**config.mk**
```make
export PLATFORM = sky130hd
export DESIGN_NAME = fir_seq_ctrl
export DESIGN_NICKNAME = d
export VERILOG_FILES = /design/src/rtl/fir_seq_ctrl.sv
export SDC_FILE = /design/constraint.sdc
export NUM_CORES = 1
export LEC_CHECK = 0
export ABC_CLOCK_PERIOD_IN_PS = 3300
export CORE_MARGIN = 3
export CORE_UTILIZATION = 35
export CTS_CLUSTER_DIAMETER = 100
export DETAILED_ROUTE_END_ITERATION = 7
export GPL_TIMING_DRIVEN = 1
export HOLD_SLACK_MARGIN = 0.12
export PLACE_DENSITY = 0.66
export SLEW_MARGIN = 20
export SYNTH_ARGS = -nofsm -noshare
export SYNTH_HDL_FRONTEND = slang
export SYNTH_SLANG_ARGS = --single-unit
export TNS_END_PERCENT = 10
```
**constraint.sdc**
```tcl
create_clock -name axis_clk -period 3.3 [get_ports axis_clk]
set_clock_uncertainty 0.2 [all_clocks]
set_input_delay 0.99 -clock axis_clk [delete_from_list [all_inputs] [get_ports axis_clk]]
set_output_delay 0.99 -clock axis_clk [all_outputs]
set_load 0.005 [all_outputs]
```
**src/rtl/fir_seq_ctrl.sv**
```systemverilog
// Sequences one FIR output per accepted sample through shared data/tap BRAMs; sm_tvalid rises T+3 cycles after the input accept.
// Backpressure: sm_tvalid holds until sm_tready, and ss_tready stays low from accept until the output handshake.
module fir_seq_ctrl #(
    parameter int pADDR_WIDTH = 12,
    parameter int pDATA_WIDTH = 32,
    parameter int Tape_Num    = 11
) (
    input  logic                   axis_clk,
    input  logic                   axis_rst,
    input  logic                   ap_start,
    input  logic [31:0]            data_length,
    input  logic                   ss_tvalid,
    input  logic [pDATA_WIDTH-1:0] ss_tdata,
    input  logic                   ss_tlast,
    output logic                   ss_tready,
    input  logic                   sm_tready,
    output logic                   sm_tvalid,
    output logic                   sm_tlast,
    output logic [3:0]             data_WE,
    output logic [pADDR_WIDTH-1:0] data_A,
    output logic [pADDR_WIDTH-1:0] tap_A,
    output logic [pDATA_WIDTH-1:0] data_Di,
    output logic                   Data_control,
    output logic                   Tape_control,
    output logic                   adder_rst_control,
    output logic                   output_control,
    output logic                   cal_rst_n,
    output logic                   ap_idle,
    output logic                   ap_done,
    output logic                   err_tlast
);
    localparam int WW = (Tape_Num > 1) ? $clog2(Tape_Num) : 1;
    localparam int CW = $clog2(Tape_Num + 4);
    localparam logic [CW-1:0] T_K    = CW'(Tape_Num);
    localparam logic [CW-1:0] LAST_K = CW'(Tape_Num + 3);
    localparam logic [CW-1:0] ACC_K  = CW'(3);
    localparam logic [WW-1:0] WP_MAX = WW'(Tape_Num - 1);

    typedef enum logic [2:0] {IDLE, WAIT_IN, CALC, OUT, DONE} state_t;

    state_t                 state;
    logic [WW-1:0]          wp;
    logic [31:0]            n;
    logic [31:0]            len;
    logic [CW-1:0]          cnt;
    logic [CW-1:0]          k;
    logic [15:0]            rd_sum;
    logic [WW-1:0]          rd_idx;
    logic [pADDR_WIDTH-1:0] rd_addr_q;
    logic                   accept;

    assign accept  = ss_tvalid && ss_tready;
    assign k       = cnt + CW'(1);
    assign data_WE = accept ? 4'hF : 4'h0;
    assign data_Di = ss_tdata;
    assign data_A  = ss_tready ? pADDR_WIDTH'({wp, 2'b00}) : rd_addr_q;

    // Ring slot holding sample n-k; only consulted while k < T.
    always_comb begin
        rd_sum = 16'(wp) + 16'(Tape_Num) - 16'(k);
        rd_idx = (rd_sum >= 16'(Tape_Num)) ? WW'(rd_sum - 16'(Tape_Num)) : WW'(rd_sum);
    end

    always_ff @(posedge axis_clk) begin
        if (axis_rst) begin
            state             <= IDLE;
            wp                <= '0;
            n                 <= '0;
            len               <= '0;
            cnt               <= '0;
            err_tlast         <= 1'b0;
            ss_tready         <= 1'b0;
            sm_tvalid         <= 1'b0;
            sm_tlast          <= 1'b0;
            tap_A             <= '0;
            rd_addr_q         <= '0;
            Data_control      <= 1'b1;
            Tape_control      <= 1'b1;
            adder_rst_control <= 1'b1;
            output_control    <= 1'b0;
            cal_rst_n         <= 1'b0;
            ap_done           <= 1'b0;
            ap_idle           <= 1'b1;
        end else begin
            cal_rst_n <= 1'b1;
            ap_done   <= 1'b0;
            case (state)
                IDLE: begin
                    if (ap_start) begin
                        len     <= data_length;
                        ap_idle <= 1'b0;
                        if (data_length == 32'd0) begin
                            state   <= DONE;
                            ap_done <= 1'b1;
                        end else begin
                            state     <= WAIT_IN;
                            ss_tready <= 1'b1;
                            wp        <= '0;
                            n         <= '0;
                            err_tlast <= 1'b0;
                            cal_rst_n <= 1'b0;
                        end
                    end
                end
                WAIT_IN: begin
                    if (accept) begin
                        state     <= CALC;
                        ss_tready <= 1'b0;
                        cnt       <= '0;
                        tap_A     <= '0;
                        rd_addr_q <= pADDR_WIDTH'({wp, 2'b00});
                        if (ss_tlast != (n == len - 32'd1))
                            err_tlast <= 1'b1;
                    end
                end
                CALC: begin
                    // Registered values below are those of cycle k after the accept.
                    cnt               <= k;
                    tap_A             <= (k < T_K) ? pADDR_WIDTH'({k, 2'b00}) : '0;
                    rd_addr_q         <= (k < T_K) ? pADDR_WIDTH'({rd_idx, 2'b00}) : '0;
                    Tape_control      <= !(k <= T_K);
                    Data_control      <= !((k <= T_K) && (32'(cnt) <= n));
                    adder_rst_control <= (k < ACC_K);
                    if (k == LAST_K) begin
                        state          <= OUT;
                        output_control <= 1'b1;
                        sm_tvalid      <= 1'b1;
                        sm_tlast       <= (n == len - 32'd1);
                    end
                end
                OUT: begin
                    output_control    <= 1'b0;
                    adder_rst_control <= 1'b1;
                    if (sm_tready) begin
                        sm_tvalid <= 1'b0;
                        sm_tlast  <= 1'b0;
                        wp        <= (wp == WP_MAX) ? '0 : wp + WW'(1);
                        n         <= n + 32'd1;
                        if (n + 32'd1 == len) begin
                            state   <= DONE;
                            ap_done <= 1'b1;
                        end else begin
                            state     <= WAIT_IN;
                            ss_tready <= 1'b1;
                        end
                    end
                end
                DONE: begin
                    state   <= IDLE;
                    ap_idle <= 1'b1;
                end
                default: state <= IDLE;
            endcase
        end
    end
endmodule

```
==> results.toml <==
[yosys]
synth.top_cell.area_share_pct = 26.4
mappedNetlistArea_mm2 = 0.00712
yosysSeqAreaShare_pct = 26.4
synth_top_cell_by_area = "sky130_fd_sc_hd__dfxtp_1"
mapped_avg_cell_area_um2 = 7.34
yosys_warnings = 0
yosys-top-cells-area = "sky130_fd_sc_hd__dfxtp_1 (26%), sky130_fd_sc_hd__nand2_1 (6.4%), sky130_fd_sc_hd__a21oi_1 (6.1%), sky130_fd_sc_hd__buf_4 (5.6%), sky130_fd_sc_hd__xnor2_1 (5.3%)"
netlist_instances = 970
commonest_register_cell_after_synthesis = "sky130_fd_sc_hd__dfxtp_1"
asyncSetResetFlopFracSynth_pct = 0
synth.ff_latch_count = 94
netlist-cell-type-count = 71
synth_enable_flop_cells = 0

[die]
floorplan.die.width_um = 149
number_of_primary_i_o_pins = 141
die_height_um = 149
floorplan.die_area_mm2 = 0.0221
start_util_pct = 36.1
floorplan.rows = 51
core_area_mm2 = 0.0197

[sta]
final-hold-violation-count = 0
drv_slew = 0
setup_failing_eps_final = 0
timing.max_slew.rel_slack_pct = 57.2
worst_hold_check_slack_ps = 267
max_slew.worst_pin.slew_ps = 642
min_period_ps = 3120
maximum_achievable_frequency_mhz = 321
grt_setup_unrepaired = "false"
fin_setup_tns_ps = 0
final.period_utilization_pct = 94.5

[cells_and_area]
synthToLayoutAreaGrowth_pct = 19.5
final_net_count = 1115
drive_gt1_share_pct = 13.5
layout.cell_area.non_filler_mm2 = 0.00851
num_antenna_cells = 0

[global_routing]
global_route.peak_usage_layer = "met2"
vias_in_the_first_global_route = 6750
grt_overflow = 0
grt_start_max_net_pins = 42
grt_pass1_wl_um = 34800
gr_layer_usage_met2_pct = 31.1
grt_use_met3_pct = 2.74
antenna_found_initial = 0
grt_usage_pct = 19.3
fraction_of_met1_tracks_used_by_global_routing_pct = 26.4

[clock_network]
cts-buffers-inserted = 9
clk_pin_slew_ps = 80
tritoncts_clock_tree = "done"
clock-root-buffer = "sky130_fd_sc_hd__clkbuf_16"
cts_hold_repair.buffers = 0
cts-htree-levels = 3
clk_latency_ps = 370
clk_path_buf_depth = 2
clkSinkCount = 94

[critical_path]
worst_setup_path_end_kind = "flop"
cp.arrival_ps = 3180
criticalPathCategory = "flop to flop"
cp.required_ps = 3370
cp-start-kind = "flop"
critPathMaxFanout = 10

[detailed_routing]
routedWlPerCell_um = 16.4
drc = 0
drt_iter0_markers = 572
avgViaCountPerCell = 5.45
detailedRoute.firstPassIterationCount = 6
route.antenna.remaining_nets = 0
wirelength_um = 21300
total_number_of_vias = 7054

[power_and_ir_drop]
power_leakage_nw = 3.23
ir_worst_vdd_mv = 0.199
pwr_density_cell_mw_per_mm2 = 356

[flow_run]
drv.max_cap_violation_count = 0

[placed_design]
dp.final_hpwl_um = 15800
finalWeightedCongestion = 0.921
placement.cell_area_mm2 = 0.00815
buffer_ports.inserted = 60

[min_path]
min_path_type = "flop to flop"

[outcome]
run_status = "finished, final reports clean"
[layer usage]
metal / vias up / wire length [um]
met5: - / 0
met4: 0 / 473
li1: 3505 / -
met1: 3298 / 9750
met3: 27 / 1370
met2: 224 / 9670
[worst max-delay path, cell delays in order (launching register included)]
cell and delay, ps:
sky130_fd_sc_hd__dfxtp_1 500, sky130_fd_sc_hd__ha_1 220, sky130_fd_sc_hd__and4_1 460, sky130_fd_sc_hd__nand2_1 170
sky130_fd_sc_hd__mux2i_1 150, sky130_fd_sc_hd__o22ai_1 300, sky130_fd_sc_hd__o211ai_1 140, sky130_fd_sc_hd__nor4_1 370
sky130_fd_sc_hd__buf_4 200, sky130_fd_sc_hd__nand3b_1 100, sky130_fd_sc_hd__a22o_1 200
[layout make-up]
class | count | area (um2)
fillers | 1961 | 11200
multi-input cells | 747 | 4600
flip-flops and latches | 94 | 1880
repair buffers | 152 | 1320
well taps | 265 | 332
clock buffers | 10 | 229
inverters | 21 | 78.8
clock inverters | 6 | 75.1
[path summary, 6_finish.rpt]
check / from / endpoint / slack (ps) / cells past startpoint
min: sm_tvalid$_SDFFE_PP0P_ / sm_tvalid$_SDFFE_PP0P_ / 270 / 2
max: n[0]$_SDFFE_PP0P_ / state[0]$_SDFFE_PP0P_ / 180 / 10
max reg2reg: n[0]$_SDFFE_PP0P_ / state[0]$_SDFFE_PP0P_ / 180 / 10
min reg2reg: sm_tvalid$_SDFFE_PP0P_ / sm_tvalid$_SDFFE_PP0P_ / 270 / 2
[per-stage QoR]
stage / util (%) / setup slack (ps) / total power, W / instances
2_1_floorplan: - / 32.9 / 0.00168 / 985
3_3_place_gp: 41.3 / -131 / 0.00191 / 1278
3_5_place_dp: 41.3 / -211 / 0.00192 / 1278
4_1_cts: 42.9 / 1.20 / 0.00303 / 1294
5_1_grt: 43.2 / 2.00 / 0.00316 / 1295
6_report: 43.2 / 182 / 0.00303 / 1295
[sequential cells by signal (all words and copies together), names as in the netlist]
name	cells
Data_control	1
Tape_control	1
adder_rst_control	1
ap_done	1
ap_idle	1
cal_rst_n	1
cnt	4
err_tlast	1
len	32
n	32
output_control	1
rd_addr_q	4
sm_tlast	1
sm_tvalid	1
ss_tready	1
state	3
tap_A	4
wp	4
[synthesized netlist by cell type (all sizes together) (21+ instances only)]
master and n:
nor4 44, nand4 28, clkbuf 65, dfxtp 94, buf 58, a21oi 87, o21ai 38, nand3 38
xnor2 43, inv 21, xor2 25, nor2 86, nand2 121
[where the power goes]
part,leakage (nW),internal [W],switching (W)
sequential,0.764,0.00117,0.0000516
clock,0.146,0.000601,0.000523
combinational,2.32,0.000313,0.000376
total,3.23,0.00208,0.000950
[placed cells by master, fill, tap and decap left out, types with 6 or more instances in the layout]
cell and count:
sky130_fd_sc_hd__nand2_1 121, sky130_fd_sc_hd__dfxtp_1 93, sky130_fd_sc_hd__buf_4 90, sky130_fd_sc_hd__a21oi_1 87
sky130_fd_sc_hd__nor2_1 84, sky130_fd_sc_hd__clkdlybuf4s50_1 55, sky130_fd_sc_hd__xnor2_1 43, sky130_fd_sc_hd__nor4_1 39
sky130_fd_sc_hd__nand3_1 38, sky130_fd_sc_hd__o21ai_0 34, sky130_fd_sc_hd__nand4_1 27, sky130_fd_sc_hd__xor2_1 24
sky130_fd_sc_hd__inv_1 21, sky130_fd_sc_hd__ha_1 19, sky130_fd_sc_hd__nor3_1 16, sky130_fd_sc_hd__conb_1 16
sky130_fd_sc_hd__or3_1 15, sky130_fd_sc_hd__and3_1 14, sky130_fd_sc_hd__nor3b_1 10, sky130_fd_sc_hd__mux2i_1 10
sky130_fd_sc_hd__nor2b_1 9, sky130_fd_sc_hd__a31oi_1 9, sky130_fd_sc_hd__and2_1 9, sky130_fd_sc_hd__clkbuf_16 9
sky130_fd_sc_hd__and4_1 7, sky130_fd_sc_hd__or4_1 7, sky130_fd_sc_hd__nand3b_1 6, sky130_fd_sc_hd__a311oi_1 6
[cell families after synthesis]
kind of cell	count (synthesis)	synth area share (%)
AOI/OAI and AO/OA	184	15.6
xor gates and xnor gates	68	8.36
adders and majority gates	20	3.62
buffers and inverters	144	10.6
DFF	94	26.4
muxes	16	2.51
other	1	0.0526
and+or+nand+nor	443	32.8
[repair_timing]
action                     CTS  global route
setup endpoints to repair    4            25
pin swaps                    0             4
buffers inserted             0             1
resized for setup            2            17
Note: power is estimated with default switching activity, not from simulation.
